[config.mk]
export PLATFORM = sky130hd
export DESIGN_NAME = lcd_write_sequencer
export DESIGN_NICKNAME = d
export VERILOG_FILES = /design/src/rtl/lcd_write_sequencer.sv
export SDC_FILE = /design/constraint.sdc
export NUM_CORES = 1
export LEC_CHECK = 0
export BUFFER_PORTS_ARGS = -buffer_cell sky130_fd_sc_hd__buf_2
export CORE_MARGIN = 1.5
export CORE_UTILIZATION = 33
export DETAILED_ROUTE_END_ITERATION = 10
export PLACE_DENSITY = 0.51
export SLEW_MARGIN = 40
export SYNTH_ARGS = -nofsm -noshare
export SYNTH_HDL_FRONTEND = slang
export SYNTH_SLANG_ARGS = --single-unit
[constraint.sdc]
create_clock -name clk -period 3.5 [get_ports clk]
set_input_delay 0.7 -clock clk [delete_from_list [all_inputs] [get_ports clk]]
set_output_delay 0.7 -clock clk [all_outputs]
set_load 0.05 [all_outputs]
[src/rtl/lcd_write_sequencer.sv]
// ST7920 8-bit parallel write sequencer: one byte per handshake, E strobe timed with a single down-counter.
// Optional power-on init ROM sequence enabled by defining LCD_INIT_SEQ_EN.
module lcd_write_sequencer #(
  parameter int SETUP_CYCLES   = 5,
  parameter int E_HIGH_CYCLES  = 25,
  parameter int HOLD_CYCLES    = 5,
  parameter int WAIT_CYCLES    = 3600,
  parameter int CLEAR_CYCLES   = 80000,
  parameter int POWERUP_CYCLES = 2000000
) (
  input  logic       clk,
  input  logic       reset,
  input  logic       cmd_valid,
  input  logic       cmd_rs,
  input  logic [7:0] cmd_data,
  output logic       cmd_ready,
  output logic       init_done,
  output logic       busy,
  output logic       lcd_e,
  output logic       lcd_rs,
  output logic       lcd_rw,
  output logic [7:0] lcd_db
);

  localparam int MAX_CYC = (POWERUP_CYCLES > CLEAR_CYCLES) ? POWERUP_CYCLES : CLEAR_CYCLES;
  localparam int CNT_W   = $clog2(MAX_CYC) + 1;

  typedef enum logic [2:0] {
    ST_POWERUP, ST_INIT_LOAD, ST_SETUP, ST_E_HIGH, ST_HOLD, ST_WAIT, ST_IDLE
  } state_t;

  // A timed state of N cycles loads N-1 and leaves when the counter reads zero; N=0 behaves as N=1.
  function automatic logic [CNT_W-1:0] reload(input int n);
    if (n <= 1) return '0;
    return CNT_W'(n - 1);
  endfunction

`ifdef LCD_INIT_SEQ_EN
  localparam int INIT_LEN = 5;

  function automatic logic [7:0] init_rom(input logic [2:0] idx);
    case (idx)
      3'd0:    return 8'h30;
      3'd1:    return 8'h30;
      3'd2:    return 8'h0C;
      3'd3:    return 8'h01;
      default: return 8'h06;
    endcase
  endfunction

  logic [2:0] init_idx_q, init_idx_d;
`endif

  state_t           state_q, state_d;
  logic [CNT_W-1:0] cnt_q, cnt_d;
  logic             init_done_q, init_done_d;
  logic             rs_q, rs_d;
  logic [7:0]       db_q, db_d;
  logic             cnt_zero;
  logic             long_wait;

  assign cnt_zero  = (cnt_q == '0);
  // Clear and return-home need the long execution time.
  assign long_wait = !rs_q && ((db_q == 8'h01) || (db_q == 8'h02));

  always_comb begin
    state_d     = state_q;
    cnt_d       = cnt_q;
    init_done_d = init_done_q;
    rs_d        = rs_q;
    db_d        = db_q;
`ifdef LCD_INIT_SEQ_EN
    init_idx_d  = init_idx_q;
`endif
    case (state_q)
      ST_POWERUP: begin
`ifdef LCD_INIT_SEQ_EN
        if (cnt_zero) state_d = ST_INIT_LOAD;
        else          cnt_d   = cnt_q - 1'b1;
`else
        state_d     = ST_IDLE;
        init_done_d = 1'b1;
`endif
      end
      ST_INIT_LOAD: begin
`ifdef LCD_INIT_SEQ_EN
        rs_d       = 1'b0;
        db_d       = init_rom(init_idx_q);
        init_idx_d = init_idx_q + 3'd1;
        state_d    = ST_SETUP;
        cnt_d      = reload(SETUP_CYCLES);
`else
        state_d = ST_IDLE;
`endif
      end
      ST_IDLE: begin
        if (cmd_valid) begin
          rs_d    = cmd_rs;
          db_d    = cmd_data;
          state_d = ST_SETUP;
          cnt_d   = reload(SETUP_CYCLES);
        end
      end
      ST_SETUP: begin
        if (cnt_zero) begin
          state_d = ST_E_HIGH;
          cnt_d   = reload(E_HIGH_CYCLES);
        end else cnt_d = cnt_q - 1'b1;
      end
      ST_E_HIGH: begin
        if (cnt_zero) begin
          state_d = ST_HOLD;
          cnt_d   = reload(HOLD_CYCLES);
        end else cnt_d = cnt_q - 1'b1;
      end
      ST_HOLD: begin
        if (cnt_zero) begin
          state_d = ST_WAIT;
          cnt_d   = long_wait ? reload(CLEAR_CYCLES) : reload(WAIT_CYCLES);
        end else cnt_d = cnt_q - 1'b1;
      end
      ST_WAIT: begin
        if (cnt_zero) begin
`ifdef LCD_INIT_SEQ_EN
          if (init_idx_q < 3'(INIT_LEN)) begin
            state_d = ST_INIT_LOAD;
          end else begin
            state_d     = ST_IDLE;
            init_done_d = 1'b1;
          end
`else
          state_d     = ST_IDLE;
          init_done_d = 1'b1;
`endif
        end else cnt_d = cnt_q - 1'b1;
      end
      default: state_d = ST_POWERUP;
    endcase
  end

  always_ff @(posedge clk) begin
    if (reset) begin
      state_q     <= ST_POWERUP;
`ifdef LCD_INIT_SEQ_EN
      cnt_q       <= reload(POWERUP_CYCLES);
      init_idx_q  <= '0;
`else
      cnt_q       <= '0;
`endif
      init_done_q <= 1'b0;
      rs_q        <= 1'b0;
      db_q        <= 8'h00;
    end else begin
      state_q     <= state_d;
      cnt_q       <= cnt_d;
`ifdef LCD_INIT_SEQ_EN
      init_idx_q  <= init_idx_d;
`endif
      init_done_q <= init_done_d;
      rs_q        <= rs_d;
      db_q        <= db_d;
    end
  end

  assign cmd_ready = (state_q == ST_IDLE);
  assign busy      = !cmd_ready;
  assign init_done = init_done_q;
  assign lcd_e     = (state_q == ST_E_HIGH);
  assign lcd_rs    = rs_q;
  assign lcd_rw    = 1'b0;
  assign lcd_db    = db_q;

endmodule

Word level (Yosys, flattened, before mapping)
Index checks and enable logic that the tools add are counted.
{ "op_classes": {"reduce_logical": 13, "mux": 15, "n_addsub": 1, "eq_ne": 14} }
{ "op_table": {"columns": ["cell", "count"], "rows": [
  ["two-way mux 22 bit", 5],
  ["one-hot mux 22 bit (5 select lines)", 1],
  ["logical NOT 22 bit", 1],
  ["subtractor 22 x 1 -> 22 bit (second input constant)", 1],
  ["one-hot mux 3 bit (6 select lines)", 1],
  ["two-way mux 17 bit", 1],
  ["two-way mux 3 bit", 5],
  ["inequality test 2 bit (second input constant)", 5],
  ["== test 3 bit (second input constant)", 3],
  ["== test 8 x 1 -> 1 bit (second input constant)", 1],
  ["== test 8 x 2 -> 1 bit (second input constant)", 1],
  ["== test 3 x 2 -> 1 bit (second input constant)", 2],
  ["AND reduction 5 bit", 1],
  ["nonzero test 5 bit", 1],
  ["AND reduction 2 bit", 2],
  ["== test 3 x 1 -> 1 bit (second input constant)", 1],
  ["logical NOT 3 bit", 1],
  ["AND reduction 3 bit", 1],
  ["logical NOT 1 bit", 2],
  ["inequality test 2 x 1 -> 1 bit (second input constant)", 1],
  ["one-hot mux 1 bit (2 select lines)", 1],
  ["nonzero test 2 bit", 1],
  ["OR reduction 2 bit", 1],
  ["logical AND 1 bit", 1],
  ["other kinds (2)", 2]
]} }
{ "word_totals": {"out_inout_bits": 14, "input_bits": 12, "elab_cells": 48, "reg_bits": 35} }

Logic depth before layout (Yosys ltp)
{ "logic_depth": {"word_depth": 6, "mapped_depth": 8, "mapped_depth_nobuf": 7} }

Least setup slack after synthesis
Ideal clock, no wire load.
{ "synth_timing": {"kind": "register -> output", "from": "register state_q[1]", "to": "output port busy", "arrival_time_ns": 2.561, "stages_incl_launch_ff": 5, "n_path_buf": 1, "setup_slack_ns": 0.239, "required_ns": 2.800, "cell_sequence": "dfxtp_1 clkbuf_1 inv_1 nor3_1 inv_1"} }
{ "synth_via": {"elab_chain_len": 2} }
{ "synth_rtl": {"columns": ["item", "line_no", "source"], "rows": [
  ["from (decl)", "54", "state_t state_q, state_d;"],
  ["from (signal assigned)", "154", "state_q <= state_d;"],
  ["== test 3 bit", "165", "assign cmd_ready = (state_q == ST_IDLE);"],
  ["via cmd_ready", "16", "output logic cmd_ready,"],
  ["logical NOT 1 bit", "166", "assign busy = !cmd_ready;"],
  ["to (decl)", "18", "output logic busy,"]
]} }
The timed path passes the listed nets, and every way through them passes these cells.

Final worst setup path
{ "layout_timing": {"from": "register cnt_q[4]", "to": "register cnt_q[9]"} }
{ "layout_via": {"elab_chain_len": 3, "elab_cells_between_ends": 9, "classes_between": "1 x add/sub; 1 x eq/ne; 5 x mux; 2 x reduce/logical"} }
{ "layout_rtl": {"columns": ["item", "line_no", "source"], "rows": [
  ["from (decl)", "55", "logic [CNT_W-1:0] cnt_q, cnt_d;"],
  ["from (signal assigned)", "155", "cnt_q <= cnt_d;"],
  ["subtractor 22 x 1 -> 22 bit or logical NOT 22 bit (tied branches)", null, null],
  ["two-way mux 22 bit, or another cell as far along", "123", "if (cnt_zero) begin"],
  ["one-hot mux 22 bit (5 select lines) or AND reduction 3 bit (tied branches)", null, null]
]} }
Several ways; a longest one is shown, not always the timed one. The select of a mux whose other input is x is not followed.
A chain may end at the register's enable or synchronous reset.

==> metrics.md <==
| Metric | Value |
|---|---|
| Yosys warning count | 0 |
| Xor/xnor share of the synthesized area | 2.42% |
| DIE WIDTH | 84.1 um |
| Compound-gate portion of the synthesized area | 25.8% |
| Hold Fails Final Rpt | 0 |
| Total gr overflow | 0 |
| Worst Tran Pin Value | 0.717 ns |
| Via density | 5.73 |
| Fin crit period | 2.72 ns |
| Req. time, crit path | 3.68 ns |
| Initial drt markers | 109 |
| Syn Area/Cell | 7.84 um2 |
| Fmax | 0.368 GHz |
| Largest family of logic cells by synthesized area | simple AND/OR/NAND/NOR gates |
| Relative slew slack | 51.7% |
| DRC viols | 0 |
| Die Y | 84.1 um |
| HPWL Detailed | 4370 um |
| # resized after CTS | 0 |
| Setup tns final | 0 ns |
| Area of the core | 0.00635 mm2 |
| CTS sink cnt | 35 |
| CTS buffer count | 5 |
| RSZ-0062 raised after global routing | no |
| Mapped Nets | 291 |
| Clock buffer depth | 2 |
| I/O pin count | 26 |
| CP max-delay cell | or4_1 |
| GPL Wtd Cong | 0.877 |
| EDFF count, synth | 0 |
| Post-Place Cells | 367 |
| CTS root buffer | clkbuf_8 |
| DR WL/cell | 16.2 um |
| Drt first pass iters | 4 |
| Arr. time, crit path | 2.90 ns |
| Antenna violations before repair | 0 |
| # port buffers | 24 |
| Final Instance Area | 0.00243 mm2 |
| Cells on worst reg2reg path | 5 |
| Final core occ | 38.3% |
| # diodes | 0 |
| Ys async rst share | 0% |
| Critical Path Max Stage Delay | 0.70 ns |
| Max Cap Viol | 0 |
| PnR worst setup slack | 0.780 ns |
| Fin cells | 375 |
| CTS tree | yes |
| Die area | 0.00707 mm2 |
| Simple-Gate Fraction of Synth Area | 32.3% |
| Crit end category | register |
| Dpl cell area | 0.00232 mm2 |
| Largest net degree at the start of global routing | 27 |
| Routed vias | 2147 |
| Clock slew seen by the registers of the worst setup and hold paths | 0.08 ns |
| Hold Crit Class | register to register |
| Period utilization | 77.7% |
| First-pass GRT wire length | 9990 um |
| Worst-path fanout max | 26 |
| WL final | 6080 um |
| Count of final setup violators | 0 |
| Initial Util | 34.2% |
| Critical path launch point type | register |
| Post-synthesis sequential area ratio | 32.3% |
| Worst skew pair latency | 0.30 ns |
| PwrDens | 1170 mW/mm2 |
| Cell area after synthesis | 0.00217 mm2 |
| Peak VDD IR | 0.506 mV |
| Yosys reg bits | 35 |
| Leak pwr | 0.909 nW |
| H-tree lvl count | 2 |
| Post-Syn Instances | 277 |
| Post-CTS setup buffers | 0 |
| Crit Path Category | register to register |
| Cell Rows | 29 |
| Share of cells above drive strength 1 | 20.1% |
| Fin nets | 311 |
| Gr usage total | 17.6% |
| Unique masters post-synth | 62 |
| Status | finished, final reports clean |
| Most frequent cells in the layout | a21oi_1 (36), dfxtp_1 (35), nand2_1 (30) |
| Worst path cell trace | or4_1 -> or4_4 -> o21ai_4 -> a21oi_1 -> o221a_1 |
| Hold depth | 2 |
| Clk_skew | 0.0134 ns |
| Synth Area in Adders | 1.15% |
| DP Worst Slack | 0.698 ns |
| Most used DFF post-synth | dfxtp_1 |
| CTS Hold Buffers Added | 0 |
| Antenna-violating nets left | 0 |
| Mux cell area share after synthesis | 0% |
| Max-slew violations | 0 |
| Area grow syn2layout | 12.1% |
| Commonest non-fill, non-tap cell in the layout | a21oi_1 |
| Vias in the first global route | 1964 |
-- kinds of logic after synthesis --
group / after synthesis
buf+inv: 24
compound gates: 86
flops: 35
simple gates: 123
other cells: 1
fa+ha+maj: 2
xor+xnor: 6
-- synthesized netlist by cell type (4+ instances only) --
| library cell | n | area [um2] |
|---|---|---|
| a21oi_1 | 36 | 180 |
| dfxtp_1 | 35 | 701 |
| nand2_1 | 30 | 113 |
| nor2_1 | 17 | 63.8 |
| nor3_1 | 12 | 60.1 |
| nand3_1 | 11 | 55.1 |
| inv_1 | 9 | 33.8 |
| nor4_1 | 9 | 56.3 |
| o21ai_0 | 9 | 45.0 |
| clkbuf_1 | 7 | 26.3 |
| a31oi_1 | 5 | 31.3 |
| nand2b_1 | 5 | 31.3 |
| nand4_1 | 5 | 31.3 |
| o211ai_1 | 5 | 37.5 |
| o31ai_1 | 5 | 37.5 |
| buf_6 | 4 | 45.0 |
| or4_1 | 4 | 30.0 |
-- per-stage QoR --
step | power, mW | hold WS (ns)
2_1_floorplan | 2.05 | 0.446
3_3_place_gp | 2.50 | 0.452
3_5_place_dp | 2.48 | 0.459
4_1_cts | 2.83 | 0.474
5_1_grt | 3.09 | 0.497
6_report | 2.86 | 0.475
-- path summary, 6_finish.rpt --
check,startpoint,end,slack [ns]
worst max register to register,cnt_q[4],cnt_q[9],0.78
worst min register to register,lcd_db[7],lcd_db[7],0.47
worst min-delay path,lcd_db[7],lcd_db[7],0.47
worst max-delay path,cnt_q[4],cnt_q[9],0.78
-- state kept, by name, indices dropped and copies added, names as in the netlist --
register,count
cnt_q,22
lcd_db,8
state_q,3
init_done,1
lcd_rs,1
-- area by class of cell --
class / count / area [um2]
fill: 674 / 3920
multi-input combinational: 218 / 1350
sequential: 35 / 701
timing repair buffer: 28 / 150
clock buffer: 7 / 96.3
tap: 77 / 96.3
inverter: 9 / 33.8
clock inverter: 1 / 7.51
-- worst max-delay path, delay by kind of cell (launching register included) --
kind	cells	cell delay (ns)
AND/OR/NAND/NOR	2	1.32
AO/OA/AOI/OAI	3	0.89
flip-flops	1	0.40
-- report_power, final --
group	total (mW)	leakage (nW)	internal (mW)	switching [mW]
Combinational	1.83	0.573	0.672	1.16
Clock	0.333	0.0505	0.179	0.154
Sequential	0.692	0.286	0.519	0.173
Total	2.86	0.909	1.37	1.49
-- per-layer routing --
layer | global-route usage [%] | up-vias | routed length (um)
li1 | - | 1079 | -
met1 | 24.0 | 1002 | 2900
met2 | 27.9 | 58 | 2730
met3 | 3.66 | 8 | 359
met4 | 5.81 | 0 | 87
met5 | 0 | - | 0
No activity file was read; power rests on OpenSTA's default activity.
